==> src/rtl/univ_shift_reg.sv <==
// Universal shift register: shift right/left, parallel load, hold, with a
// shift counter that flags each completed WIDTH-bit frame. Serial outputs at
// both ends are taken straight from the register, so the first bit of a
// freshly loaded word is visible immediately.
module univ_shift_reg #(
    parameter int  WIDTH = 8,
    localparam int CNTW  = $clog2(WIDTH + 1)
) (
    input  logic             clk,
    input  logic             rst,
    input  logic             en,
    input  logic [1:0]       mode,
    input  logic             serInR,
    input  logic             serInL,
    input  logic [WIDTH-1:0] pi,
    output logic [WIDTH-1:0] po,
    output logic             serOutR,
    output logic             serOutL,
    output logic [CNTW-1:0]  cnt,
    output logic             full
);

    localparam logic [1:0] MODE_HOLD = 2'b00;
    localparam logic [1:0] MODE_SHR  = 2'b01;
    localparam logic [1:0] MODE_SHL  = 2'b10;
    localparam logic [1:0] MODE_LOAD = 2'b11;

    // Last count value of a frame; the shift that lands here closes the frame.
    localparam logic [CNTW-1:0] CNT_LAST = CNTW'(WIDTH - 1);

    logic [WIDTH-1:0] po_q,   po_d;
    logic [CNTW-1:0]  cnt_q,  cnt_d;
    logic             full_q, full_d;
    logic             shift;

    // Next-state: register datapath, frame counter and the one-cycle full pulse.
    // full defaults low so it can only stay high for the cycle after a frame closes.
    always_comb begin
        po_d   = po_q;
        cnt_d  = cnt_q;
        full_d = 1'b0;
        shift  = 1'b0;
        if (en) begin
            case (mode)
                MODE_SHR: begin
                    po_d  = {serInR, po_q[WIDTH-1:1]};
                    shift = 1'b1;
                end
                MODE_SHL: begin
                    po_d  = {po_q[WIDTH-2:0], serInL};
                    shift = 1'b1;
                end
                MODE_LOAD: begin
                    po_d  = pi;
                    cnt_d = '0;
                end
                MODE_HOLD: ;
                default: ;
            endcase
        end
        // Both directions count toward the same frame; there is no overflow,
        // the counter just wraps into the next frame.
        if (shift) begin
            if (cnt_q == CNT_LAST) begin
                cnt_d  = '0;
                full_d = 1'b1;
            end else begin
                cnt_d  = cnt_q + CNTW'(1);
            end
        end
    end

    // State registers; reset wins over enable and mode.
    always_ff @(posedge clk) begin
        if (rst) begin
            po_q   <= '0;
            cnt_q  <= '0;
            full_q <= 1'b0;
        end else begin
            po_q   <= po_d;
            cnt_q  <= cnt_d;
            full_q <= full_d;
        end
    end

    assign po      = po_q;
    assign cnt     = cnt_q;
    assign full    = full_q;
    assign serOutR = po_q[0];
    assign serOutL = po_q[WIDTH-1];

endmodule

==> config.mk <==
export PLATFORM = sky130hd
export DESIGN_NAME = univ_shift_reg
export DESIGN_NICKNAME = d
export VERILOG_FILES = /design/src/rtl/univ_shift_reg.sv
export SDC_FILE = /design/constraint.sdc
export NUM_CORES = 1
export LEC_CHECK = 0
export ABC_AREA = 1
export BUFFER_PORTS_ARGS = -buffer_cell sky130_fd_sc_hd__buf_2
export CORE_MARGIN = 2
export CORE_UTILIZATION = 45
export CTS_BUF_LIST = sky130_fd_sc_hd__clkbuf_8
export DETAILED_ROUTE_END_ITERATION = 8
export PLACE_DENSITY = 0.86
export SYNTH_ARGS = -nofsm -noshare
export SYNTH_HDL_FRONTEND = slang
export SYNTH_SLANG_ARGS = --single-unit
==> constraint.sdc <==
create_clock -name clk -period 1.7 [get_ports clk]
set_input_delay 0.255 -clock clk [delete_from_list [all_inputs] [get_ports clk]]
set_output_delay 0.255 -clock clk [all_outputs]
set_load 0.1 [all_outputs]
==> key figures, run 1 <==
Synthesis
  – Synth Register Bits: 13
  – Post-Syn Instances: 94
  – Avg Cell Area, Syn: 7.55 µm²
  – Adder-Cell Fraction of Synth Area: 7.05%
  – Syn_nets: roughly 110
  – Synth Area in Simple Gates: approximately 23%
  – XOR/XNOR share of the synthesized area: 1.23%
  – Mux share of post-synthesis cell area: 0%
  – Compound-Gate Fraction of Synth Area: 23.3%
  – Cell area after synthesis: 709 µm²
  – Distinct cells, synth: 23
  – Largest family of logic cells by synthesized area: compound AO/OA/AOI/OAI gates
  – Sequential element share of the synthesized area: 36.7%
  – Ys Warns: 0

Pwr
  – Power per cell area: 1010 nW/µm²
  – Switching Share: roughly 40%
  – Psw: 0.359 mW
  – Comb pwr share: 31.5%
  – Pint: 0.541 mW
  – Peak VDD IR: 0.578 mV
  – Clock network fraction of total power: 30.2%
  – Leakage: 0.442 nW
  – Sequential share of power: 38.2%

Critical path
  – Critical path peak fanout: 6
  – Crit path launch type: flop
  – Worst r2r path cells: 6
  – Worst Setup End Kind: primary output
  – WP data required: roughly 1400 ps
  – Register-to-register setup slack: 610 ps
  – Critical path, cell by cell: buf_2
  – CP Class: reg -> out
  – Reg2reg end: cnt[3]
  – WP buf/inv: 1
  – CP peak stage delay: 460 ps
  – CP top delay family: buffers and inverters
  – CP max-delay cell: buf_2
  – WP data arrival: roughly 1100 ps
  – RR Startpoint: cnt[0]

Placement
  – Hpwl dp: 1.20 mm
  – RePlAce Congestion: 0.852
  – Buffers on Ports: 29

Finish
  – Fin util: around three fifths
  – Nets: 143
  – Commonest non-fill, non-tap cell in the layout: buf_2
  – Highest-count cells in the layout ignoring fill and taps: buf_2 (29), nand2_1 (24), dfxtp_1 (11), a21oi_1 (9)
  – Area growth, synth to finish: 25.6%
  – Inserted Diodes: 0
  – Layout cell share with drive strength beyond 1: 34.1%

Global routing
  – Initial antenna violation count: 0
  – Vias in the first global route: around 650
  – Pin count of the biggest net entering global routing: 11
  – Global-route wire length before repair: roughly 2.6 mm
  – GRT Total Usage: 18.4%
  – GRT Residual Overflow: 0

Clocking
  – H-tree levels: 1
  – Worst-Skew Late Latency: 250 ps
  – # resized after CTS: 0
  – Buffer count from post-CTS setup fixing: 0
  – Root Buffer: clkbuf_8
  – CTS tree: built
  – Hold_buf cts: 0
  – Clock Pin Slew Worst Setup and Hold Paths: 50 ps
  – Number of CTS-inserted buffers: 3
  – Clk sink count: 13
  – Max Buffers Root-to-Sink: 2

Floorplanning
  – Die ar.: 1910 µm²
  – IO Pins: 30
  – Starting Density: a little under half
  – Die H: 43.7 µm
  – CORE AREA: ~1500 µm²
  – Die width: 43.7 µm
  – Core Rows: 14

Timing
  – Final Cycle Share: 81.3%
  – Maximum clock rate: 0.724 GHz
  – Final Setup Violations: 0
  – Final period demand of the worst path: between 1000 and 1500 ps
  – Post-route setup TNS: 0 ps
  – Slew margin rel.: 67.7%
  – Clock Skew: about 7.0 ps
  – Final Max Slew Viols: 0
  – Unrepaired setup endpoints after global routing: no
  – Final Hold Vio Count: 0
  – Worst-Margin Slew: 488 ps

Drt
  – Vias per cell: 5.45
  – Initial DRC Count: 22
  – DRC violations left: 0
  – Vias: ~760
  – Post-Route WL: around 1.6 mm
  – WL per Instance: between 10 and 15 µm
  – Final ANT Viol Nets: 0
  – DR pass1 iterations: 4

Worst hold path
  – Worst hold start: rst
  – Worst Hold Class: in -> reg
  – Hold Crit Depth: 2
  – Hold Crit Endpoint: cnt[3]

Job
  – Max-cap violations: 0

Outcome
  – Status: finished, final reports clean
[Yosys cell counts]
| library cell | count | area, µm² |
|---|---|---|
| nand2_1 | 24 | 90.1 |
| dfxtp_1 | 13 | 260 |
| a21oi_1 | 9 | 45.0 |
| a31oi_1 | 8 | 50.1 |
| o21ai_1 | 8 | 40.0 |
| inv_1 | 5 | 18.8 |
| nor2_1 | 5 | 18.8 |
| ha_1 | 4 | 50.1 |
| inv_2 | 3 | 11.3 |
| buf_4 | 2 | 15.0 |
| a21oi_2 | 1 | 8.76 |
| a22oi_1 | 1 | 7.51 |
| buf_2 | 1 | 5.00 |
| buf_6 | 1 | 11.3 |
| nand2_2 | 1 | 6.26 |
| nand3_1 | 1 | 5.00 |
| nand4_1 | 1 | 6.26 |
| nor2_4 | 1 | 11.3 |
| nor2_8 | 1 | 20.0 |
| nor4_1 | 1 | 6.26 |
| o21ai_0 | 1 | 5.00 |
| o21ai_2 | 1 | 8.76 |
| xor2_1 | 1 | 8.76 |
[per-layer routing]
layer	wire length [µm]	global-route usage, %	up-vias
met5	0	0	-
met3	137	3.33	7
li1	-	-	375
met4	44	10.9	0
met2	727	26.5	40
met1	733	25.6	335
[power by group through the flow]
| stage | clock, mW | sequential, mW | combinational (mW) |
|---|---|---|---|
| after floorplan | 0 | 0.475 | 0.106 |
| after global placement | 0 | 0.348 | 0.279 |
| after detailed placement | 0 | 0.349 | 0.282 |
| after CTS | 0.277 | 0.343 | 0.283 |
| after global routing | 0.286 | 0.345 | 0.298 |
| final | 0.272 | 0.344 | 0.284 |
[state kept, by name, summed over array words and instances, names as in the netlist]
name	flops
full	1
po	8
cnt	4
[stage by stage]
stage          total power, mW  setup WS [ps]  cells  hold WS, ps  area [µm²]
6_report                 0.899            318    139          240         891
5_1_grt                  0.929            272    139          246         891
4_1_cts                  0.903            319    139          238         891
3_5_place_dp             0.631            437    135          494         846
3_3_place_gp             0.627            448    135          489         846
2_1_floorplan            0.581           54.1     94          317         712
[cells by family (layout without fill, tap and decap cells)]
group | after synthesis | count (layout)
DFF | 13 | 13
adders and majority gates | 4 | 4
AOI/OAI and AO/OA | 29 | 29
xor gates and xnor gates | 1 | 1
and+or+nand+nor | 35 | 35
buffers and inverters | 12 | 41
[how the worst max path moves through the flow]
stage | start | to | slack (ps) | depth (start not counted)
floorplan | po[7] | po[7] | 50 | 1
global placement | mode[0] | po[4] | 450 | 5
detailed placement | mode[0] | po[6] | 440 | 6
CTS | cnt[2] | cnt[2] | 320 | 1
global route | cnt[2] | cnt[2] | 270 | 1
finish | cnt[2] | cnt[2] | 320 | 1
[layout make-up]
class	instances	area, µm²
clock inverter	1	3.75
clock buffer	3	41.3
inverter	8	30.0
sequential	13	263
fill	134	598
multi-input combinational	69	388
timing repair buffer	29	145
tap	16	20.0
(Power assumes the default switching activity.)
==> run 2: changes to the inputs <==
--- a/config.mk
+++ b/config.mk
@@ -8,7 +8,7 @@
 export ABC_AREA = 1
 export BUFFER_PORTS_ARGS = -buffer_cell sky130_fd_sc_hd__buf_2
 export CORE_MARGIN = 2
-export CORE_UTILIZATION = 45
+export CORE_UTILIZATION = 43
 export CTS_BUF_LIST = sky130_fd_sc_hd__clkbuf_8
 export DETAILED_ROUTE_END_ITERATION = 8
 export PLACE_DENSITY = 0.86
==> constraint.sdc (replaced) <==
create_clock -name clk -period 1.11 [get_ports clk]
set_input_delay 0.1665 -clock clk [delete_from_list [all_inputs] [get_ports clk]]
set_output_delay 0.1665 -clock clk [all_outputs]
set_load 0.1 [all_outputs]
==> key figures, run 2 (synthesized netlist as in run 1, its figures left out) <==
Clocking
  – Max Buffers Root-to-Sink: 2 (unchanged)
  – Worst-Skew Late Latency: 250 ps (about the same)
  – H-tree levels: 1 (unchanged)
  – Hold_buf cts: 0 (unchanged)
  – Number of CTS-inserted buffers: 3 (unchanged)
  – Clock Pin Slew Worst Setup and Hold Paths: 60 ps (about the same)
  – Clk sink count: 13 (unchanged)
  – CTS tree: built
  – Root Buffer: clkbuf_8

Drt
  – Final ANT Viol Nets: 0 (unchanged)
  – DR pass1 iterations: 5 (+1)
  – Vias per cell: 5.73 (+5.2%)
  – Vias: 842 (+11%)
  – Post-Route WL: 2.21 mm (+34%)
  – WL per Instance: 15.0 µm (+27%)
  – DRC violations left: 0 (unchanged)
  – Initial DRC Count: 17 (-23%)

Global routing
  – Met3 Usage GRT: 5.31% (+2.0 points)
  – Global routing's busiest layer: met2
  – Met2 GRT Util: 41.7% (+15 points)
  – GRT met1 Usage: 28.1% (+2.5 points)
  – Pin count of the biggest net entering global routing: 10 (-1)
  – GRT Total Usage: 24.4% (+6.0 points)
  – Initial antenna violation count: 0 (unchanged)
  – Global-route wire length before repair: 3.48 mm (+32%)
  – Vias in the first global route: 825 (+28%)
  – GRT Residual Overflow: 0 (unchanged)

Critical path
  – WP buf/inv: 0 (-1)
  – Most used cell, CP: nor2_1
  – Crit path launch type: flop
  – CP peak stage delay: 380 ps (-80 ps)
  – Critical path peak fanout: 5 (-1)
  – CP Class: reg -> reg
  – WP data arrival: 1260 ps (+130 ps)
  – WP data required: 1250 ps (-190 ps)
  – CP max-delay cell: dfxtp_4
  – CP top delay family: simple AND/OR/NAND/NOR gates
  – Critical path, cell by cell: ha_4, nand2_2, nor2_1, nor2_2, nor2_1, nor2_1
  – Worst Setup End Kind: flop

Finish
  – Commonest non-fill, non-tap cell in the layout: nand2_1
  – Inserted Diodes: 0 (unchanged)
  – Layout cell share with drive strength beyond 1: 49.6% (+15 points)
  – Area growth, synth to finish: 73.2%
  – Final instance count without filler cells: 147 (+5.8%)
  – Max reg flops: 8 (unchanged)
  – Highest-count cells in the layout ignoring fill and taps: nand2_1 (22), buf_12 (15), buf_2 (14), a21oi_1 (9)
  – Nets: 151 (+5.6%)

Pwr
  – Total power: 1.55 mW (+72%)
  – Peak VDD IR: 0.882 mV (+53%)
  – Power per cell area: 1260 nW/µm² (+25%)
  – Leakage: 0.539 nW (+22%)

Floorplanning
  – Starting Density: 46.6% (-1.1 points)
  – Die H: 44.6 µm (+2.1%)
  – Die width: 44.6 µm (+2.1%)
  – CORE AREA: 1520 µm² (+2.4%)
  – Core Rows: 14 (unchanged)
  – Die ar.: 1990 µm² (+4.2%)
  – IO Pins: 30 (unchanged)

Timing
  – Post-route setup slack: -8.16 ps (-327 ps)
  – Final Cycle Share: 101%
  – Final Setup Violations: 1 (+1)
  – Maximum clock rate: 0.894 GHz
  – Final Max Slew Viols: 0 (unchanged)
  – Slew margin rel.: 78.2% (+11 points)
  – Clock Skew: 6.58 ps (-0.464 ps)
  – Worst-Margin Slew: 323 ps (-165 ps)
  – Final period demand of the worst path: 1120 ps
  – Final Hold Vio Count: 0 (unchanged)
  – Post-route setup TNS: -8.16 ps (-8.16 ps)

Outcome
  – Status: finished with violations
  – Failing checks: setup timing

Placement
  – Inst Count DP: 138 (+2.2%)
  – RePlAce Congestion: 0.876 (+2.9%)
  – Buffers on Ports: 29 (unchanged)
  – Hpwl dp: 1.53 mm (+28%)

Job
  – Max-cap violations: 0 (unchanged)

Worst hold path
  – Worst Hold Class: in -> reg
run 2: changes by cell type in the layout (fill, tap and decap cells not counted):
cell	change
nand2_2	+2
ha_1	-1
nor2_2	+1
nor2_1	-1
nand3_1	-1
buf_12	+15
nand3_2	+1
dfxtp_1	-10
dfxtp_2	+4
buf_4	+8
buf_2	-15
nand2_1	-2
ha_4	+1
dfxtp_4	+6
run 2: stage by stage:
stage                     hold WS (ps)  instance area, µm²  util, %  worst slack, ps
after detailed placement           400                1140     74.5            -78.6
final                              154                1230     80.6            -8.16
after global routing               154                1230     80.6            -27.5
after global placement             389                1140     74.5             6.45
after CTS                          145                1210     79.5             19.0
after floorplan                    220                 754        -            -52.9
run 2: path summary, 6_finish.rpt:
kind	from	endpoint	slack, ps	cells after the start
max	cnt[1]	cnt[0]	-8	6
max reg2reg	cnt[1]	cnt[0]	-8	6
min reg2reg	cnt[3]	full	520	1
min	rst	cnt[3]	150	2
run 2: cell type report:
type                            instances  area, µm²
Clock buffer                            3       41.3
Clock inverter                          1       3.75
Fill cell                              92        295
Inverter                                8       30.0
Multi-Input combinational cell         69        413
Sequential cell                        13        290
Tap cell                               16       20.0
Timing Repair Buffer                   37        430
run 2: metal layers:
metal,share of wire [%],vias to the layer above
li1,-,391
met1,42,397
met2,48,47
met3,6.6,7
met4,2.6,0
met5,0,-
run 2: where the power goes:
part,switching [mW],internal [mW]
registers,0.0504,0.492
logic,0.366,0.209
clock network,0.188,0.245
total,0.604,0.946
run 2: timing repair:
item | 4_1_cts | 5_1_grt
setup endpoints to repair | 1 | 2
resized for setup | 0 | 3
pin swaps | 3 | 3
setup buffers | 4 | 1
endpoints found under the hold margin | 0 | 0
run 2: worst reg2reg max path, cell delays in order (launching register included):
cell	delay, ps
dfxtp_4	380
ha_4	150
nand2_2	60
nor2_1	140
nor2_2	70
nor2_1	120
nor2_1	80
==> run 3: changes to the inputs <==
--- a/config.mk
+++ b/config.mk
@@ -8,10 +8,11 @@
 export ABC_AREA = 1
 export BUFFER_PORTS_ARGS = -buffer_cell sky130_fd_sc_hd__buf_2
 export CORE_MARGIN = 2
-export CORE_UTILIZATION = 43
-export CTS_BUF_LIST = sky130_fd_sc_hd__clkbuf_8
+export CORE_UTILIZATION = 41
 export DETAILED_ROUTE_END_ITERATION = 8
-export PLACE_DENSITY = 0.86
+export GPL_ROUTABILITY_DRIVEN = 0
+export GPL_TIMING_DRIVEN = 1
+export PLACE_DENSITY = 0.83
 export SYNTH_ARGS = -nofsm -noshare
 export SYNTH_HDL_FRONTEND = slang
 export SYNTH_SLANG_ARGS = --single-unit
==> key figures, run 3 (synthesized netlist as in run 1, its figures left out) <==
Placement
  – Hpwl dp: 1.42 mm (-6.8%)
  – Post-DP Area: 1140 µm² (+0.11%)
  – Buffers on Ports: 29 (unchanged)
  – Place WS: -53.1 ps (+25.6 ps)

Global routing
  – Pin count of the biggest net entering global routing: 10 (unchanged)
  – Initial antenna violation count: 0 (unchanged)
  – GRT Total Usage: 20.6% (-3.8 points)
  – GRT Residual Overflow: 0 (unchanged)
  – Vias in the first global route: 769 (-6.8%)
  – Global-route wire length before repair: 3.08 mm (-12%)

Clocking
  – H-tree levels: 1 (unchanged)
  – Root Buffer: clkbuf_4
  – Max Buffers Root-to-Sink: 2 (unchanged)
  – Number of CTS-inserted buffers: 3 (unchanged)
  – Worst-Skew Late Latency: 270 ps (+20 ps)
  – CTS tree: built
  – Clock Pin Slew Worst Setup and Hold Paths: 70 ps (about the same)
  – Clk sink count: 13 (unchanged)
  – Buffer count from post-CTS setup fixing: 0 (-4)

Timing
  – Unrepaired setup endpoints after global routing: no
  – Final Setup Violations: 0 (-1)
  – Maximum clock rate: 0.947 GHz (+5.8%)
  – Clock Skew: 5.72 ps (-0.861 ps)
  – Final Max Slew Viols: 0 (unchanged)
  – Post-route setup TNS: 0 ps (+8.16 ps)
  – Worst-Margin Slew: 303 ps (-20.0 ps)
  – Smallest hold slack: 127 ps (-27.3 ps)
  – Final Hold Vio Count: 0 (unchanged)
  – Final Cycle Share: 95.2% (-5.6 points)
  – Slew margin rel.: 79.6% (+1.3 points)
  – Final period demand of the worst path: 1060 ps (-61.6 ps)
  – Post-route setup slack: 53.5 ps (+61.6 ps)

Pwr
  – Psw: 0.551 mW (-8.7%)
  – Leakage: 0.499 nW (-7.3%)
  – Power per cell area: 1180 nW/µm² (-6.1%)
  – Sequential share of power: 39.4% (+4.4 points)
  – Peak VDD IR: 0.809 mV (-8.3%)
  – Clock network fraction of total power: 20.9% (-7.0 points)
  – Pint: 0.827 mW (-13%)
  – Switching Share: 40.0% (+1.0 points)
  – Comb pwr share: 39.7% (+2.6 points)

Floorplanning
  – Starting Density: 42.5% (-4.1 points)
  – Core Rows: 15 (+1)
  – Die H: 45.6 µm (+2.2%)
  – CORE AREA: 1670 µm² (+9.6%)
  – IO Pins: 30 (unchanged)
  – Die ar.: 2080 µm² (+4.4%)
  – Die width: 45.6 µm (+2.2%)

Critical path
  – Crit path launch type: flop
  – Reg2reg end: cnt[3]
  – WP data required: 1310 ps (+60 ps)
  – Critical path peak fanout: 6 (+1)
  – RR Startpoint: cnt[0]
  – Register-to-register setup slack: 50 ps (+60 ps)
  – CP Class: reg -> reg
  – Worst r2r path cells: 6 (unchanged)
  – WP data arrival: 1260 ps (about the same)
  – Worst Setup End Kind: flop

Job
  – Max-cap violations: 0 (unchanged)

Finish
  – Nets: 146 (-3.3%)
  – Max reg flops: 8 (unchanged)
  – Highest-count cells in the layout ignoring fill and taps: nand2_1 (23), buf_12 (15), buf_2 (14), a21oi_1 (9)
  – Register area: 290 µm² (unchanged)
  – Fill cells: 121 (+32%)
  – Area of the multi-input gates: 403 µm² (-2.4%)
  – Commonest non-fill, non-tap cell in the layout: nand2_1
  – Finished Cell Area: 1160 µm² (-5.3%)
  – Layout cell share with drive strength beyond 1: 45.2% (-4.4 points)
  – Inserted Diodes: 0 (unchanged)
  – Area growth, synth to finish: 64.0%

Drt
  – DRC violations left: 0 (unchanged)
  – Final ANT Viol Nets: 0 (unchanged)
  – Post-Route WL: 1.80 mm (-18%)
  – Vias: 778 (-7.6%)
  – DR pass1 iterations: 4 (-1)
  – Vias per cell: 5.44 (-5.0%)
  – Initial DRC Count: 18 (+1)
  – WL per Instance: 12.6 µm (-16%)

Worst hold path
  – Hold Crit Endpoint: cnt[3]
  – Worst Hold Class: in -> reg
  – Hold Crit Depth: 2 (unchanged)
  – Worst hold start: rst

Outcome
  – Status: finished, final reports clean
==> run 3: how the worst max path moves through the flow <==
stage,end,from
global route,cnt[3],cnt[0]
floorplan,cnt[0],cnt[0]
global placement,cnt[1],mode[0]
detailed placement,po[1],mode[0]
CTS,cnt[3],cnt[0]
finish,cnt[3],cnt[0]
==> run 3: layout make-up <==
| class | instances | area share, % |
|---|---|---|
| clock buffer | 4 | 2.26 |
| inverter | 8 | 2.58 |
| multi-input combinational | 69 | 34.6 |
| sequential | 13 | 24.9 |
| tap | 17 | 1.83 |
| timing repair buffer | 32 | 33.8 |
==> run 3: routing by layer <==
metal	wire, µm	global-route usage [%]	up-vias
met2	885	30.4	26
li1	-	-	384
met5	0	0	-
met3	76	3.97	8
met1	788	24.9	360
met4	54	18.8	0
==> run 3: stage by stage <==
| step | power [mW] | util [%] | std cells |
|---|---|---|---|
| 2_1_floorplan | 0.891 | - | 94 |
| 3_3_place_gp | 1.09 | 68.1 | 139 |
| 3_5_place_dp | 1.10 | 68.1 | 139 |
| 4_1_cts | 1.39 | 69.7 | 143 |
| 5_1_grt | 1.44 | 69.7 | 143 |
| 6_report | 1.38 | 69.7 | 143 |
==> run 3: critical path: stages (launching register included) <==
cell	delay [ps]
dfxtp_4	380
ha_4	170
nand2_2	70
nor2_1	40
nor2_1	120
nand2_1	80
a21oi_2	130
==> run 3: timing repair <==
item / in CTS / in global routing
hold buffers: 0 / 0
resized for setup: 0 / 0
endpoints found under the setup margin: 0 / 1
==> run 3: power by group through the flow <==
| stage | registers (mW) | logic [mW] | clock network, mW |
|---|---|---|---|
| floorplan | 0.727 | 0.163 | 0 |
| global placement | 0.551 | 0.536 | 0 |
| detailed placement | 0.553 | 0.547 | 0 |
| CTS | 0.542 | 0.549 | 0.299 |
| global route | 0.548 | 0.578 | 0.317 |
| finish | 0.543 | 0.548 | 0.288 |
